--- config.mk ---
export PLATFORM = sky130hd
export DESIGN_NAME = morse_symbol_classifier
export DESIGN_NICKNAME = d
export VERILOG_FILES = /design/src/rtl/morse_pkg.sv /design/src/rtl/morse_debounce.sv /design/src/rtl/morse_symbol_classifier.sv
export SDC_FILE = /design/constraint.sdc
export NUM_CORES = 1
export LEC_CHECK = 0
export CORE_UTILIZATION = 54
export DETAILED_ROUTE_END_ITERATION = 6
export GPL_TIMING_DRIVEN = 0
export PLACE_DENSITY = 0.79
export SETUP_SLACK_MARGIN = 0.4
export SYNTH_ARGS = -nofsm -noshare
export SYNTH_HDL_FRONTEND = slang
export SYNTH_HIERARCHICAL = 1
export SYNTH_SLANG_ARGS = --single-unit
--- constraint.sdc ---
create_clock -name clk -period 2.29 [get_ports clk]
set_input_delay 0.5725 -clock clk [delete_from_list [all_inputs] [get_ports clk]]
set_output_delay 0.5725 -clock clk [all_outputs]
set_load 0.005 [all_outputs]
--- src/rtl/morse_pkg.sv ---
// Shared definitions for the Morse receiver.
// Holds the 2-bit symbol encodings that the classifier produces and the
// decoder consumes, and the classifier's FSM state type.
package morse_pkg;

  typedef logic [1:0] sym_t;

  localparam sym_t SYM_IDLE = 2'b00;
  localparam sym_t SYM_DOT  = 2'b01;
  localparam sym_t SYM_DASH = 2'b11;
  localparam sym_t SYM_LEND = 2'b10;

  typedef enum logic [1:0] {
    IDLE  = 2'd0,
    MARK  = 2'd1,
    SPACE = 2'd2,
    LWAIT = 2'd3
  } state_e;

endpackage

--- src/rtl/morse_debounce.sv ---
// Key line conditioning for the Morse classifier.
// Brings the asynchronous key into the clk domain, accepts a new level only
// after it has held for DEBOUNCE_CYC consecutive cycles, and produces
// single-cycle edge pulses of the accepted level.
// Ports:
//   clk    - system clock
//   rst    - synchronous reset, active-high
//   key_in - raw key, asynchronous, 1 = pressed
//   key_db - debounced key level
//   rise   - one-cycle pulse after key_db goes 0->1
//   fall   - one-cycle pulse after key_db goes 1->0
module morse_debounce #(
  parameter int DEBOUNCE_CYC = 8
) (
  input  logic clk,
  input  logic rst,
  input  logic key_in,
  output logic key_db,
  output logic rise,
  output logic fall
);

  localparam int DW = (DEBOUNCE_CYC > 1) ? $clog2(DEBOUNCE_CYC) : 1;
  localparam logic [DW-1:0] CNT_LAST = DW'(DEBOUNCE_CYC - 1);

  logic          sync1_q;
  logic          key_s_q;
  logic          key_db_q;
  logic          key_db_dly_q;
  logic [DW-1:0] cnt_q;

  // NOTE: sequential state uses non-blocking assignments so every flop
  // samples the pre-edge value of the others; blocking here would collapse
  // the two synchroniser stages into one.
  always_ff @(posedge clk) begin
    if (rst) begin
      sync1_q      <= 1'b0;
      key_s_q      <= 1'b0;
      key_db_q     <= 1'b0;
      key_db_dly_q <= 1'b0;
      cnt_q        <= '0;
    end else begin
      // Two-flop synchroniser: sync1_q may go metastable, key_s_q is clean.
      sync1_q      <= key_in;
      key_s_q      <= sync1_q;
      key_db_dly_q <= key_db_q;
      if (key_s_q == key_db_q) begin
        cnt_q <= '0;
      end else if (cnt_q == CNT_LAST) begin
        // This edge is the DEBOUNCE_CYC-th consecutive disagreement.
        key_db_q <= key_s_q;
        cnt_q    <= '0;
      end else begin
        cnt_q <= cnt_q + 1'b1;
      end
    end
  end

  assign key_db = key_db_q;
  assign rise   = key_db_q & ~key_db_dly_q;
  assign fall   = ~key_db_q & key_db_dly_q;

endmodule

--- src/rtl/morse_symbol_classifier.sv ---
// Morse receiver front end: times debounced key-down (mark) and key-up
// (space) intervals in units of TICK_DIV clk cycles and emits one classified
// symbol per event, plus a separate end-of-word strobe.
// Ports:
//   clk       - system clock
//   rst       - synchronous reset, active-high
//   key_in    - raw key, asynchronous, 1 = pressed
//   sym_code  - 00 idle, 01 dot, 11 dash, 10 letter-end (non-zero only with sym_valid)
//   sym_valid - one-cycle strobe qualifying sym_code
//   word_end  - one-cycle strobe at end of word
//   key_db    - debounced key level
//   busy      - high whenever the FSM is not IDLE
module morse_symbol_classifier
  import morse_pkg::*;
#(
  parameter int TICK_DIV     = 50000,
  parameter int DEBOUNCE_CYC = 8,
  parameter int DOT_MAX      = 30,
  parameter int LETTER_GAP   = 30,
  parameter int WORD_GAP     = 70,
  parameter int CNT_W        = 16
) (
  input  logic       clk,
  input  logic       rst,
  input  logic       key_in,
  output logic [1:0] sym_code,
  output logic       sym_valid,
  output logic       word_end,
  output logic       key_db,
  output logic       busy
);

  localparam int PW = (TICK_DIV > 1) ? $clog2(TICK_DIV) : 1;
  localparam logic [PW-1:0]    PRESC_LAST = PW'(TICK_DIV - 1);
  localparam logic [CNT_W-1:0] CNT_MAX    = '1;
  localparam logic [CNT_W-1:0] DOT_MAX_C  = CNT_W'(DOT_MAX);
  localparam logic [CNT_W-1:0] LGAP_C     = CNT_W'(LETTER_GAP);
  localparam logic [CNT_W-1:0] WGAP_C     = CNT_W'(WORD_GAP);

  logic rise;
  logic fall;
  logic key_edge;

  morse_debounce #(
    .DEBOUNCE_CYC(DEBOUNCE_CYC)
  ) u_debounce (
    .clk    (clk),
    .rst    (rst),
    .key_in (key_in),
    .key_db (key_db),
    .rise   (rise),
    .fall   (fall)
  );

  assign key_edge = rise | fall;

  logic [PW-1:0]    presc_q, presc_d;
  logic [CNT_W-1:0] cnt_q, cnt_d, cnt_inc;
  logic             tick;
  logic             letter_hit;
  logic             word_hit;

  // NOTE: every signal assigned in this block gets a value on every path,
  // so no latch can be inferred.
  always_comb begin
    tick    = (presc_q == PRESC_LAST);
    cnt_inc = (cnt_q == CNT_MAX) ? cnt_q : cnt_q + 1'b1;
    // Both timers restart on any key edge so intervals are measured from it.
    presc_d = (key_edge || tick) ? '0 : presc_q + 1'b1;
    cnt_d   = key_edge ? '0 : (tick ? cnt_inc : cnt_q);
    // Gap thresholds fire on the cycle whose tick makes the count reach them.
    letter_hit = tick && (cnt_inc == LGAP_C);
    word_hit   = tick && (cnt_inc == WGAP_C);
  end

  always_ff @(posedge clk) begin
    if (rst) begin
      presc_q <= '0;
      cnt_q   <= '0;
    end else begin
      presc_q <= presc_d;
      cnt_q   <= cnt_d;
    end
  end

  state_e state_q;
  sym_t   sym_code_q;
  logic   sym_valid_q;
  logic   word_end_q;

  always_ff @(posedge clk) begin
    if (rst) begin
      state_q     <= IDLE;
      sym_code_q  <= SYM_IDLE;
      sym_valid_q <= 1'b0;
      word_end_q  <= 1'b0;
    end else begin
      // Strobes last exactly one cycle unless re-asserted below.
      sym_code_q  <= SYM_IDLE;
      sym_valid_q <= 1'b0;
      word_end_q  <= 1'b0;
      unique case (state_q)
        IDLE: begin
          if (rise) state_q <= MARK;
        end
        MARK: begin
          // cnt_q is the pre-edge count; a tick on this cycle is not added.
          if (fall) begin
            state_q     <= SPACE;
            sym_valid_q <= 1'b1;
            sym_code_q  <= (cnt_q < DOT_MAX_C) ? SYM_DOT : SYM_DASH;
          end
        end
        SPACE: begin
          // A new press beats a simultaneous letter-gap threshold.
          if (rise) begin
            state_q <= MARK;
          end else if (letter_hit) begin
            state_q     <= LWAIT;
            sym_valid_q <= 1'b1;
            sym_code_q  <= SYM_LEND;
          end
        end
        LWAIT: begin
          // Count keeps running from the fall, so WORD_GAP spans the whole space.
          if (rise) begin
            state_q <= MARK;
          end else if (word_hit) begin
            state_q    <= IDLE;
            word_end_q <= 1'b1;
          end
        end
        default: state_q <= IDLE;
      endcase
    end
  end

  assign sym_code  = sym_code_q;
  assign sym_valid = sym_valid_q;
  assign word_end  = word_end_q;
  assign busy      = (state_q != IDLE);

endmodule

==> results of run 1 <==
-- critical path: cells and delay by family (launching register included) --
family	cells	cell delay [ps]
AO/OA/AOI/OAI	3	490
buffers and inverters	3	510
AND/OR/NAND/NOR	4	1150
flip-flops	1	380
adder cells (fa/ha/maj)	1	150
-- repair_timing --
action	4_1_cts	5_1_grt
endpoints found under the setup margin	33	34
pin swaps	19	33
resized for setup	74	48
buffers inserted	51	12
-- state kept, by name (all words and copies together) (netlist names) --
name / cells
cnt_q: 16
presc_q: 16
u_debounce/key_db_dly_q: 1
sym_code: 2
sym_valid: 1
u_debounce/key_db: 1
u_debounce/sync1_q: 1
u_debounce/key_s_q: 1
u_debounce/cnt_q: 3
word_end: 1
state_q: 2
-- metal layers --
| layer | vias up | GRT usage |
|---|---|---|
| met2 | 201 | 0.5318 |
| met4 | 0 | 0.2290 |
| met1 | 1313 | 0.3404 |
| met3 | 97 | 0.05814 |
| li1 | 1201 | - |
| met5 | - | 0 |
-- kinds of logic after synthesis --
logic type                 count (synthesis)
DFF                                       45
AOI/OAI and AO/OA                         43
muxes                                      4
xor gates and xnor gates                  26
adders and majority gates                  9
and+or+nand+nor                          146
buffers and inverters                     20
-- worst max-delay path by stage --
stage	from	end	slack, ps
final	cnt_q[1]	state_q[1]	-460
after CTS	cnt_q[0]	state_q[1]	-90
after detailed placement	rst	presc_q[8]	-500
after global placement	rst	presc_q[15]	-450
after global routing	cnt_q[6]	state_q[0]	-630
after floorplan	cnt_q[0]	state_q[1]	30
-- power breakdown --
part / total, W / internal [W] / switching (W)
Combinational: 0.000186 / 0.0000748 / 0.000111
Clock: 0.000581 / 0.000289 / 0.000292
Sequential: 0.000819 / 0.000794 / 0.0000247
Total: 0.00159 / 0.00116 / 0.000427
-- through the flow --
stage	hold WS [ps]	instances	setup TNS, ps	power, W
final	465.2	424	-1951	0.001586
after global routing	475.6	424	-3148	0.001650
after detailed placement	426.0	353	-8689	0.0009861
after global placement	416.1	353	-7425	0.0009827
after CTS	448.0	412	-162.6	0.001570
after floorplan	404.8	293	0	0.0009334
-- final cells by class --
type | instances | share of cell area
flip-flops and latches | 45 | 0.2579
repair buffers | 71 | 0.1685
multi-input cells | 228 | 0.4824
inverters | 8 | 0.008188
clock buffers | 6 | 0.02559
well taps | 52 | 0.01774
clock inverters | 2 | 0.004777
plain buffers | 12 | 0.03480
-- cell usage in the layout (no fill, tap or decap), drive strengths merged, types with 3 or more instances in the layout --
cell type      netlist  final
dfxtp               45     45
a211oi               3      3
and2                 3      3
clkbuf               5     11
buf                  7     70
mux2i                4      4
o21ai               10     10
nor4b                3      3
xor2                14     14
nand2b               6      6
nor2                40     40
xnor2               12     12
nand2               22     22
ha                   9      9
nand4                9      9
and3                 9      9
nor4                 9      9
a21oi               13     13
or3                  6      6
nand3               11     11
clkdlybuf4s50        0      7
inv                  8     10
nor3                12     12
nor2b                6      6
==> flow_metrics.py, run 1 <==
metrics = {
    "sta": {
        "setup_viol": 6,
        "rsz0062_at_grt": "true",
        "slew_violations": 0,
        "hold_violations": 0,
        "fmax_mhz": 363.4,
        "post-route-min-period_ps": 2752,
        "fin_skew_ps": 3.248,
        "slew_headroom": 0.6890,
        "setup_ws_ps": -462.1,
        "worst_slew_pin_slew_ps": 462.2,
        "period_share": 1.202,
    },
    "global_route": {
        "grt_max_degree": 17,
        "first_global_vias": 2538,
        "grt_pass1_wl_mm": 11.86,
        "grt_antenna_before_repair": 0,
        "grt_remaining_overflow": 0,
        "grtUsageTotal": 0.3106,
    },
    "placement": {
        "dp_hpwl_mm": 3.468,
        "dpl_cell_area_mm2": 0.002628,
        "io_buffers": 8,
        "preCtsSetupSlack_ps": -498.6,
        "globalplace.congestion": 0.9303,
    },
    "worst_hold_path": {
        "hold_end": "u_debounce/key_s_q",
        "hold_path.class": "register to register",
        "hp-start": "u_debounce/sync1_q",
        "min_path_cells": 1,
    },
    "route": {
        "dr.pass1.iters": 7,
        "wl_met2_mm": 4.226,
        "top_layer": "met4",
        "drc": 0,
        "wl_met3_um": 730,
        "wl_per_cell_um": 20.79,
        "num_vias": 2812,
        "wl_mm": 8.817,
        "route.layer.met1.wl_mm": 3.001,
        "ant_nets": 0,
        "vias_per_cell": 6.632,
        "drt-initial-drc-count": 308,
    },
    "clock_tree": {
        "insertion_delay_ps": 300,
        "cts_sinks": 45,
        "htree_num_levels": 2,
        "cts-hold-fix-buffers": 0,
        "cts_buffers": 5,
        "ctsRootBufferMaster": "clkbuf_8",
        "clk_pin_slew_ps": 90,
        "cts_tree": "yes",
        "clockBufferDepth": 2,
    },
    "finish": {
        "regArea_um2": 945.9,
        "antenna_cells": 0,
        "fin_nets": 383,
        "fin_area_mm2": 0.003667,
        "nFillCells": 228,
        "drive_gt1_frac": 0.4301,
        "multi_input_area_mm2": 0.001769,
        "synthToLayoutAreaGrowth_pct": 50.08,
        "fin_util": 0.8422,
    },
    "floorplanning": {
        "core_mm2": 0.004354,
        "io_pins": 9,
        "die_w_um": 69.27,
        "die_y_um": 69.27,
        "rows": 24,
        "start_util": 0.5612,
        "die-area_mm2": 0.004798,
    },
    "logic_synthesis": {
        "yosys_register_bits": 45,
        "yosys.cell_count.top_type": "dfxtp_1",
        "synth-simple-area-share": 0.3246,
        "synth-main-ff-cell": "dfxtp_1",
        "post_synth.cell_area_avg_um2": 8.340,
        "synth-async-reset-ratio": 0,
        "synth_area_leader_cell": "dfxtp_1",
        "synth_edf_count": 0,
        "synth_top_family_by_area": "simple AND/OR/NAND/NOR gates",
        "synth_cell_types": 49,
        "syn-cell-area_mm2": 0.002444,
        "yosys.area_share.xor_xnor": 0.09319,
        "synth.area.mux_share": 0.01639,
        "synth-compound-area-share": 0.1157,
        "synthTopCellsByCount": "45 x dfxtp_1, 40 x nor2_1, 22 x nand2_1, 14 x xor2_1, 13 x a21oi_1",
        "synth_cells": 293,
        "ys_top_cells_by_area": "dfxtp_1 37%, nor2_1 6.1%, xor2_1 5.0%, ha_1 4.6%, xnor2_1 4.3%",
        "ys_seq_area_frac": 0.3687,
        "yosysWarnings": 6,
        "synth_fa_ha_area_frac": 0.04608,
        "netlist.area_leader.share": 0.3687,
        "syn-num-nets": 305,
    },
    "critical_path": {
        "cp_slowest_cell": "or3_4",
        "startpoint_type": "register",
        "r2r_start": "cnt_q[1]",
        "critical_path_arrival_ps": 2980,
        "critPathMostFrequentCell": "buf_4",
        "r2r_cells": 11,
        "critPathKind": "register to register",
        "crit_required_ps": 2520,
        "reg2reg_to": "state_q[1]",
        "crit_path_max_incr_delay_ps": 400,
        "regToRegSetupSlack_ps": -460,
        "worst_setup_path_end_kind": "register",
        "cp_cell_sequence": "ha_4 > nand4_1 > buf_4 > buf_4 > nor3_2 > and3_1 > o21ai_2 > buf_4 > or3_4 > a22o_1 > o221ai_2",
        "path_max_fanout": 4,
    },
    "pwr": {
        "ir_drop_mv": 0.5351,
        "leakage_nw": 1.427,
        "p_per_area_mw_per_mm2": 432.4,
    },
    "run_status": {
        "status": "complete, but fails checks",
        "violations": "setup timing",
    },
    "flow_run": {
        "drv_cap": 0,
    },
}
(Power assumes the default switching activity.)
==> inputs of run 2 (changes only) <==
--- a/config.mk
+++ b/config.mk
@@ -9,6 +9,7 @@
 export DETAILED_ROUTE_END_ITERATION = 6
 export GPL_TIMING_DRIVEN = 0
 export PLACE_DENSITY = 0.79
+export REMOVE_ABC_BUFFERS = 1
 export SETUP_SLACK_MARGIN = 0.4
 export SYNTH_ARGS = -nofsm -noshare
 export SYNTH_HDL_FRONTEND = slang
==> flow_metrics.py, run 2 (synthesis results as in run 1) <==
metrics = {
    "placement": {
        "dp.cells": 341,
        "globalplace.congestion": 0.9498,
        "io_buffers": 8,
        "dp_hpwl_mm": 3.407,
    },
    "route": {
        "wl_per_cell_um": 15.73,
        "num_vias": 2268,
        "drt-initial-drc-count": 279,
        "vias_per_cell": 6.032,
        "ant_nets": 0,
        "drc": 0,
        "dr.pass1.iters": 4,
        "wl_mm": 5.916,
    },
    "floorplanning": {
        "die_w_um": 69.27,
        "rows": 24,
        "die_y_um": 69.27,
        "io_pins": 9,
        "die-area_mm2": 0.004798,
        "core_mm2": 0.004354,
        "start_util": 0.5612,
    },
    "global_route": {
        "grt_antenna_before_repair": 0,
        "grtUsageTotal": 0.2512,
        "grt_pass1_wl_mm": 9.867,
        "first_global_vias": 2194,
        "grt_remaining_overflow": 0,
        "grt_max_degree": 19,
    },
    "clock_tree": {
        "htree_num_levels": 2,
        "cts_sinks": 45,
        "insertion_delay_ps": 300,
        "cts_buffers": 5,
        "cts-hold-fix-buffers": 0,
        "ctsRootBufferMaster": "clkbuf_8",
        "clk_pin_slew_ps": 90,
        "clockBufferDepth": 2,
        "cts_tree": "yes",
    },
    "flow_run": {
        "drv_cap": 0,
    },
    "worst_hold_path": {
        "hold_path.class": "register to register",
    },
    "pwr": {
        "p_per_area_mw_per_mm2": 483.7,
        "power_w": 0.001517,
        "leakage_nw": 1.136,
        "ir_drop_mv": 0.3966,
    },
    "run_status": {
        "status": "complete, but fails checks",
        "violations": "setup timing",
    },
    "finish": {
        "mostFrequentLayoutCells": "37 x nor2_1, 23 x dfxtp_1, 22 x buf_4",
        "nFillCells": 301,
        "reg_top3": "cnt_q x16, presc_q x16, u_debounce/cnt_q x3",
        "instances_no_fill": 376,
        "antenna_cells": 0,
        "fin_util": 0.7201,
        "drive_gt1_frac": 0.2901,
        "synthToLayoutAreaGrowth_pct": 28.32,
        "fin_nets": 335,
        "layout_commonest_cell": "nor2_1",
    },
    "sta": {
        "period_share": 1.076,
        "post-route-min-period_ps": 2463,
        "slew_violations": 0,
        "rsz0062_at_grt": "true",
        "worst_slew_pin_slew_ps": 399.7,
        "setup_viol": 4,
        "slew_headroom": 0.7267,
        "hold_violations": 0,
        "tns_ps": -564.2,
        "fin_skew_ps": 5.075,
        "fmax_mhz": 405.9,
        "setup_ws_ps": -173.4,
    },
    "critical_path": {
        "crit_buf_inv": 1,
        "critPathTopFamily": "simple AND/OR/NAND/NOR gates",
        "cp_cell_sequence": "ha_4 > nand4_1 > nor4_4 > buf_4 > or4b_1 > a21o_1 > or4_4 > a32oi_1 > a211oi_1",
        "critical_path_arrival_ps": 2640,
        "critPathKind": "register to register",
        "startpoint_type": "register",
        "worst_setup_path_end_kind": "register",
        "path_max_fanout": 3,
        "crit_path_max_incr_delay_ps": 500,
        "crit_required_ps": 2470,
        "cp_slowest_cell": "or4_4",
    },
}
-- run 2: final cells by class --
cell class / count / area [µm²] / share of cell area
sequential: 45 / 948.4 / 0.3025
multi-input combinational: 228 / 1689 / 0.5387
timing repair buffer: 35 / 304.0 / 0.09697
clock inverter: 2 / 16.27 / 0.005188
tap: 52 / 65.06 / 0.02075
clock buffer: 6 / 82.58 / 0.02634
inverter: 8 / 30.03 / 0.009577
-- run 2: path summary, 6_finish.rpt --
kind,end,slack [ps],depth (start not counted),startpoint
min,u_debounce/cnt_q[0],440,1,u_debounce/cnt_q[0]
max,state_q[0],-170,9,cnt_q[1]
min reg2reg,u_debounce/cnt_q[0],440,1,u_debounce/cnt_q[0]
max reg2reg,state_q[0],-170,9,cnt_q[1]
-- run 2: through the flow --
step / area (µm²) / setup slack [ps] / hold slack (ps)
floorplan: 2387 / -201.2 / 404.8
global placement: 2532 / -744.0 / 417.1
detailed placement: 2532 / -724.5 / 426.2
CTS: 3028 / -148.7 / 439.1
global route: 3136 / -310.0 / 466.7
finish: 3136 / -173.4 / 441.4
-- run 2: where the power goes --
group	switching, W	internal [W]
sequential	0.0000219	0.000789
combinational	0.0000993	0.0000727
clock	0.000286	0.000249
-- run 2: per-layer routing --
metal | GRT usage | up-vias | wire [µm]
met5 | 0 | - | 0
li1 | - | 1108 | -
met4 | 0.1066 | 0 | 148
met3 | 0.04360 | 17 | 288
met2 | 0.4293 | 70 | 3036
met1 | 0.3100 | 1073 | 2442
-- run 2: repair_timing --
action                                  in CTS  in global routing
gates cloned                                 0                  0
endpoints found under the setup margin      36                 35
buffers inserted                            24                  3
gates resized for setup                     59                 22
pin swaps                                   15                 16
